==> src/rtl/cacheline_burst_adapter.sv <==
// cacheline_burst_adapter: splits 256-bit line reads/writes into 4-beat 64-bit pmem bursts
module cacheline_burst_adapter #(
  parameter int LINE_W = 256,
  parameter int BURST_W = 64,
  parameter int ADDR_W = 32
) (
  input  logic               clk,
  input  logic               rst,
  input  logic               line_read,
  input  logic               line_write,
  input  logic [ADDR_W-1:0]  line_addr,
  input  logic [LINE_W-1:0]  line_wdata,
  output logic [LINE_W-1:0]  line_rdata,
  output logic               line_resp,
  output logic               pmem_read,
  output logic               pmem_write,
  output logic [ADDR_W-1:0]  pmem_addr,
  output logic [BURST_W-1:0] pmem_wdata,
  input  logic [BURST_W-1:0] pmem_rdata,
  input  logic               pmem_resp
);
  localparam int BEATS = LINE_W / BURST_W;
  localparam int OFF = $clog2(LINE_W / 8);
  localparam int CW = $clog2(BEATS);
  typedef enum logic [1:0] {IDLE, RD, WR, DONE} state_t;
  state_t state, state_n;
  logic [CW-1:0] cnt;
  logic [ADDR_W-1:0] addr_q;
  logic [LINE_W-1:0] wline_q;
  logic busy, last, start;
  assign busy = state == RD || state == WR;
  assign last = busy && pmem_resp && cnt == CW'(BEATS - 1);
  assign start = state == IDLE && (line_read || line_write);
  assign pmem_addr = addr_q;
  always_ff @(posedge clk)
    if (!rst) state <= IDLE;
    else state <= state_n;
  // write wins over read so a dirty victim leaves before its replacement arrives
  always_comb
    state_n = state == IDLE ? (line_write ? WR : line_read ? RD : IDLE)
            : state == DONE ? IDLE
            : last ? DONE : state;
  always_ff @(posedge clk)
    if (!rst) begin
      cnt <= '0;
      addr_q <= '0;
      wline_q <= '0;
      line_rdata <= '0;
    end else begin
      if (start) addr_q <= line_addr & ~ADDR_W'((1 << OFF) - 1);
      if (state == IDLE && line_write) wline_q <= line_wdata;
      if (busy && pmem_resp) cnt <= cnt + CW'(1);
      if (state == RD && pmem_resp) line_rdata[cnt*BURST_W +: BURST_W] <= pmem_rdata;
    end
  always_comb begin
    pmem_read = state == RD;
    pmem_write = state == WR;
    line_resp = state == DONE;
    pmem_wdata = state == WR ? wline_q[cnt*BURST_W +: BURST_W] : '0;
  end
endmodule
==> config.mk <==
export PLATFORM = sky130hd
export DESIGN_NAME = cacheline_burst_adapter
export DESIGN_NICKNAME = d
export VERILOG_FILES = /design/src/rtl/cacheline_burst_adapter.sv
export SDC_FILE = /design/constraint.sdc
export NUM_CORES = 1
export LEC_CHECK = 0
export ABC_AREA = 1
export CAP_MARGIN = 10
export CORE_AREA = 2 2 275 277
export CTS_CLUSTER_SIZE = 10
export DETAILED_ROUTE_END_ITERATION = 6
export DIE_AREA = 0 0 277 279
export DONT_BUFFER_PORTS = 1
export SLEW_MARGIN = 30
export SYNTH_ARGS = -nofsm -noshare
export SYNTH_HDL_FRONTEND = slang
export SYNTH_SLANG_ARGS = --single-unit
==> constraint.sdc <==
create_clock -name clk -period 4.2 [get_ports clk]
set_input_delay 0.84 -clock clk [delete_from_list [all_inputs] [get_ports clk]]
set_output_delay 0.84 -clock clk [all_outputs]
set_load 0.005 [all_outputs]
==> reports/metrics.cfg, run 1 <==
[yosys]
yosys_warnings=0
synthCells=3076
synthesis.area_mm2=0.0221
seq_area_frac_synth=0.492
post_synth.cell_area_avg_um2=7.18
yosysUniqueCellTypes=24
seq_cells_post_synth=543

[layout]
filler_cell_count=8070
syn_to_final_growth_pct=10.8
ratio_of_cells_with_drive_above_1_in_the_final_layout=0.0484
design.final.nets=3301
fin_cells=3931

[global_routing]
grt_start_max_net_pins=333
grt-ovfl-total=0
antenna_found_initial=18
grt_usage=0.192
number_of_global_route_vias_before_repair=18518
grt_pass1_wl_um=116000

[placement]
placed_cells_incl_taps=3836
dp_hpwl_um=52500
place.port_buffers=0
place_congestion=0.864
place_worst_setup_slack_ns=1.13

[sta]
finalSetupViolations=0
rsz0062_at_grt=false
hold_slack_ns=0.383
layout_setup_ws_ns=0.715
slew-limit-headroom=0.348
timing_worst_slew_pin_value_ns=0.979
finalWorstPathRequiredPeriod_ns=3.48
final_hold_viol_count=0
maxClockFrequency_mhz=287
finalCritPeriodShare=0.830
totalNegativeSetupSlack_ns=0
timing_max_transition_violations_final=0
finalClockSkew_ns=0.0256

[critical_path]
timing.critical_path.to_type=output pin
worst-path-max-fanout=43
setup_cp_type=flop to output pin
reg2reg_from=cnt[0]$_SDFFE_PN0P_
worst_setup_path_startpoint=cnt[0]$_SDFFE_PN0P_
crit_start_category=flop
worst-endpoint-required_ns=3.36
worst_ep_arrival_time_ns=2.64

[die]
die_area_mm2=0.0773
initial_core_util=0.298
floorplan.die.width_um=277
design.portCount=712
num_rows=100
die-height_um=279
core_area_mm2=0.0741

[route]
routed_wl_um=78100
avgViaCountPerCell=5.08
drt_first_pass_iters=5
route.vias.total=19953
post-route-drc-count=0
routedWlPerCell_um=19.9
dr.first_iter.drc_count=1361
drtAntennaViolNets=0

[power_and_ir_drop]
power.total_w=0.0168
power.sequential.fraction=0.394
vdd_ir_drop_max_v=0.000370
cellLeakagePower_nw=8.94
pwr-share-clk=0.316
combPwrFrac=0.291
p_int_w=0.0105
power.share.switching=0.377
power.density_cell_area_mw_per_mm2=687
switching_power_w=0.00634

[cts]
ctsResizeCount=0
clock_root_buffer_master=clkbuf_16
tritoncts=built
clk_path_buf_depth=3
cts_hold_buffers=0
htreeDepth=3
tritoncts.num_buffers=66
clkTransAtPathRegs_ns=0.06
clock_latency_ns=0.59
numClockSinks=543
post_cts.repair.setup_buffers=0

[job]
max_cap_viol_count=0

[min_path]
min-delay-path-class=primary input to flop
worst_hold_startpoint=line_addr[11]

[status]
outcome=complete, no violations

-- state kept, by name, summed over array words and instances (netlist names) --
signal / flops
cnt: 2
state: 2
pmem_addr: 27
line_rdata: 256
wline_q: 256
-- worst paths after layout --
kind | endpoint | slack [ns] | cells past startpoint
setup / recovery | pmem_wdata[6] | 0.72 | 4
hold / removal | pmem_addr[11]$_SDFFE_PN0P_ | 0.38 | 2
setup reg to reg | line_rdata[200]$_SDFFE_PN0P_ | 1.17 | 8
hold reg to reg | wline_q[202]$_SDFFE_PN0P_ | 0.47 | 2
-- cell usage after synthesis --
cell	number	area, um^2
buf_4	15	113
nand2_2	3	18.8
buf_1	7	26.3
nor2_4	4	45.0
inv_2	3	11.3
nor2_2	1	6.26
buf_6	17	191
nand3_2	1	10.0
dfxtp_1	543	10900
nand2_1	362	1360
nand3_1	59	295
buf_2	103	515
inv_1	73	274
a21oi_1	322	1610
conb_1	1	3.75
clkbuf_8	4	55.1
clkbuf_1	109	409
clkbuf_4	2	15.0
o21ai_1	26	130
o21ai_0	433	2170
ha_1	9	113
clkinv_1	3	11.3
nor2_1	912	3420
nand4_1	64	400
-- final cells by class --
type / instances / area (um^2) / area share
tap: 969 / 1210 / 0.0496
antenna: 9 / 22.5 / 0.000921
clock inverter: 10 / 216 / 0.00885
sequential: 543 / 10900 / 0.445
multi-input combinational: 2201 / 9630 / 0.394
inverter: 79 / 310 / 0.0127
timing repair buffer: 44 / 484 / 0.0198
clock buffer: 76 / 1710 / 0.0699
-- power by group through the flow --
stage               Combinational (W)  Sequential (W)  Clock (W)
CTS                           0.00489         0.00663    0.00544
global placement              0.00483         0.00671          0
detailed placement            0.00488         0.00673          0
floorplan                     0.00365         0.00651          0
finish                        0.00488         0.00662    0.00530
global route                  0.00550         0.00672    0.00563
-- routing by layer --
layer  part of all wire  routed length, um  track usage  up-vias
met5            0.00093                 73            0        -
met4              0.033               2600       0.0832       12
met3              0.095               7460       0.0666      145
met1               0.39              30700        0.223     9306
li1                   -                  -            -     9698
met2               0.48              37300        0.320      792
-- cells in the final DEF (no fill, tap or decap), types with 2 or more instances in the layout --
master | netlist | final
a21oi_1 | 322 | 322
buf_12 | 0 | 12
buf_4 | 15 | 31
bufinv_16 | 0 | 3
clkbuf_1 | 109 | 9
clkbuf_16 | 0 | 67
clkinv_16 | 0 | 2
clkinv_8 | 0 | 3
conb_1 | 1 | 5
dfxtp_1 | 543 | 541
diode_2 | 0 | 9
ha_1 | 9 | 9
inv_1 | 73 | 70
inv_2 | 3 | 5
inv_6 | 0 | 2
nand2_1 | 362 | 360
nand2_2 | 3 | 4
nand3_1 | 59 | 58
nand4_1 | 64 | 64
nor2_1 | 912 | 912
nor2_4 | 4 | 5
o21ai_0 | 433 | 433
o21ai_1 | 26 | 26
-- critical path: stages (launching register included) --
cell	delay, ns
dfxtp_4	0.59
clkinv_2	0.42
buf_4	0.41
o21ai_0	0.39
a21oi_1	0.21
-- logic make-up after synthesis --
group / share of synthesized area
other cells: 0.000170
simple gates: 0.252
compound gates: 0.177
fa+ha+maj: 0.00510
buf+inv: 0.0735
flops: 0.492
-- metrics by stage --
step           area [um^2]   util
6_report             24500  0.330
2_1_floorplan        22100      -
5_1_grt              24500  0.330
3_3_place_gp         22500  0.304
4_1_cts              24400  0.330
3_5_place_dp         22500  0.304
No activity file was read; power rests on OpenSTA's default activity.
==> run 2, diff against run 1 <==
==> constraint.sdc (replaced) <==
create_clock -name clk -period 3.3 [get_ports clk]
set_input_delay 0.66 -clock clk [delete_from_list [all_inputs] [get_ports clk]]
set_output_delay 0.66 -clock clk [all_outputs]
set_load 0.005 [all_outputs]
==> run 2 against run 1 <==
Against the previous run: sequential share of layout area down 0.16 points; cell count rose by 0.31%; first-iteration DRC count increased by 0.37%; critical path type unchanged; register-to-register slack got worse by 0.45 ns; via count rose by 0.30%; sequential power is 27% higher; non-clock buffer count increased by 8; power rose by 27%; count of clock-buffer cells in the layout grew 3.
==> reports/metrics.cfg, run 2 (synthesized netlist as in run 1, its figures left out) <==
[status]
outcome=complete, no violations

[layout]
fin_cells=3943  ; +0.31%
syn_to_final_growth_pct=11.2
ratio_of_cells_with_drive_above_1_in_the_final_layout=0.0519  ; +0.00350
final_design_area_no_fill_mm2=0.0245  ; +0.37%
design.final.nets=3310  ; +0.27%
mostFrequentLayoutCell=nor2_1
final_cell_mix=912 x nor2_1, 541 x dfxtp_1, 433 x o21ai_0
filler_cell_count=8048  ; -0.27%

[cts]
clock_latency_ns=0.61  ; +0.02 ns
numClockSinks=543  ; unchanged
clkTransAtPathRegs_ns=0.06  ; about the same
cts_hold_buffers=0  ; unchanged
htreeDepth=3  ; unchanged
clk_path_buf_depth=3  ; unchanged
clock_root_buffer_master=clkbuf_16
tritoncts=built
ctsResizeCount=0  ; unchanged
tritoncts.num_buffers=67  ; +1.5%
post_cts.repair.setup_buffers=0  ; unchanged

[die]
die-height_um=279  ; unchanged
num_rows=100  ; unchanged
floorplan.die.width_um=277  ; unchanged
design.portCount=712  ; unchanged
initial_core_util=0.298  ; unchanged
die_area_mm2=0.0773  ; unchanged
core_area_mm2=0.0741  ; unchanged

[sta]
final_hold_viol_count=0  ; unchanged
maxClockFrequency_mhz=323
finalSetupViolations=0  ; unchanged
timing_max_transition_violations_final=0  ; unchanged
finalClockSkew_ns=0.0157  ; -0.00989 ns
timing_worst_slew_pin_value_ns=0.937  ; -0.0413 ns
finalCritPeriodShare=0.937
slew-limit-headroom=0.375  ; +0.0275
rsz0062_at_grt=false
finalWorstPathRequiredPeriod_ns=3.09
totalNegativeSetupSlack_ns=0  ; unchanged

[global_routing]
grt_start_max_net_pins=333  ; unchanged
grt_usage=0.193  ; +0.000675
grt_pass1_wl_um=117000  ; +0.21%
number_of_global_route_vias_before_repair=18792  ; +1.5%
grt-ovfl-total=0  ; unchanged
antenna_found_initial=17  ; -1

[critical_path]
reg2reg_from=state[0]$_SDFFE_PN0P_
crit_cells=6  ; +2
worst-endpoint-required_ns=2.64  ; -0.72 ns
setup_cp_type=flop to output pin
r2r.worst_path.cells=7  ; -1
worstSetupEndpoint=pmem_wdata[14]
worst_ep_arrival_time_ns=2.43  ; -0.21 ns
critical_path.max_stage_delay_ns=0.54  ; -0.05 ns
worst-path-max-fanout=39  ; -9.3%
worstPathBufferInverterCount=2  ; unchanged
timing.critical_path.to_type=output pin
cpMostUsedCell=nor2_1
worstPathCellList=buf_12, buf_4, nor2_1, nor2_1, o21ai_0, a21oi_1
timing.critical_path.slowest_stage_cell=dfxtp_4
crit_path_leading_delay_family=buffers and inverters
rr_endpoint=pmem_addr[15]$_SDFFE_PN0P_
crit_start_category=flop
rrSetupSlack_ns=0.72  ; -0.45 ns
worst_setup_path_startpoint=cnt[0]$_SDFFE_PN0P_

[route]
routedWlPerCell_um=19.9  ; +0.22%
routed_wl_um=78500  ; +0.53%
dr.first_iter.drc_count=1366  ; +0.37%
drtAntennaViolNets=0  ; unchanged
drt_first_pass_iters=7  ; +2
avgViaCountPerCell=5.08  ; about the same
post-route-drc-count=0  ; unchanged
route.vias.total=20013  ; +0.30%

[min_path]
worstHoldPathCells=2  ; unchanged
min-delay-path-class=primary input to flop

[placement]
dp_hpwl_um=53800  ; +2.4%
place.port_buffers=0  ; unchanged
place_congestion=0.861  ; -0.25%
placed_cells_incl_taps=3844  ; +0.21%
dpl-instance-area_mm2=0.0226  ; +0.43%

[job]
max_cap_viol_count=0  ; unchanged

[power_and_ir_drop]
cellLeakagePower_nw=8.99  ; +0.53%
power.density_cell_area_mw_per_mm2=873  ; +27%
vdd_ir_drop_max_v=0.000606  ; +64%

==> run 2: where the power goes <==
part           internal (W)  switching [W]  total [W]
logic               0.00176        0.00454    0.00630
registers           0.00771       0.000709    0.00842
clock network       0.00376        0.00294    0.00670
==> run 2: metrics by stage <==
step	util	power (W)	hold WS, ns	setup WS (ns)
after floorplan	-	0.0129	0.450	1.41
after global placement	0.305	0.0148	0.457	0.762
after detailed placement	0.305	0.0149	0.466	0.737
after CTS	0.331	0.0216	0.140	0.108
after global routing	0.331	0.0227	0.158	0.0304
final	0.331	0.0214	0.192	0.207
==> run 2: worst min path at each step <==
stage	startpoint	slack (ns)	end
floorplan	wline_q[100]$_SDFFE_PN0P_	0.45	wline_q[100]$_SDFFE_PN0P_
global placement	wline_q[108]$_SDFFE_PN0P_	0.46	wline_q[108]$_SDFFE_PN0P_
detailed placement	wline_q[204]$_SDFFE_PN0P_	0.47	wline_q[204]$_SDFFE_PN0P_
CTS	line_addr[7]	0.14	pmem_addr[7]$_SDFFE_PN0P_
global route	line_addr[12]	0.16	pmem_addr[12]$_SDFFE_PN0P_
finish	line_addr[21]	0.19	pmem_addr[21]$_SDFFE_PN0P_
==> run 2: final cells by class <==
type	instances	area (um^2)	share of cell area
antenna	8	20.0	0.000816
clock buffer	79	1730	0.0705
clock inverter	12	194	0.00790
inverter	79	310	0.0126
multi-input combinational	2201	9630	0.392
sequential	543	10900	0.443
tap	969	1210	0.0494
timing repair buffer	52	578	0.0235
==> run 2: routing by layer <==
layer / routed length (um) / up-vias / track usage
li1: - / 9714 / -
met4: 3230 / 16 / 0.0889
met5: 98 / - / 0
met2: 37000 / 830 / 0.319
met1: 30600 / 9265 / 0.219
met3: 7640 / 188 / 0.0738
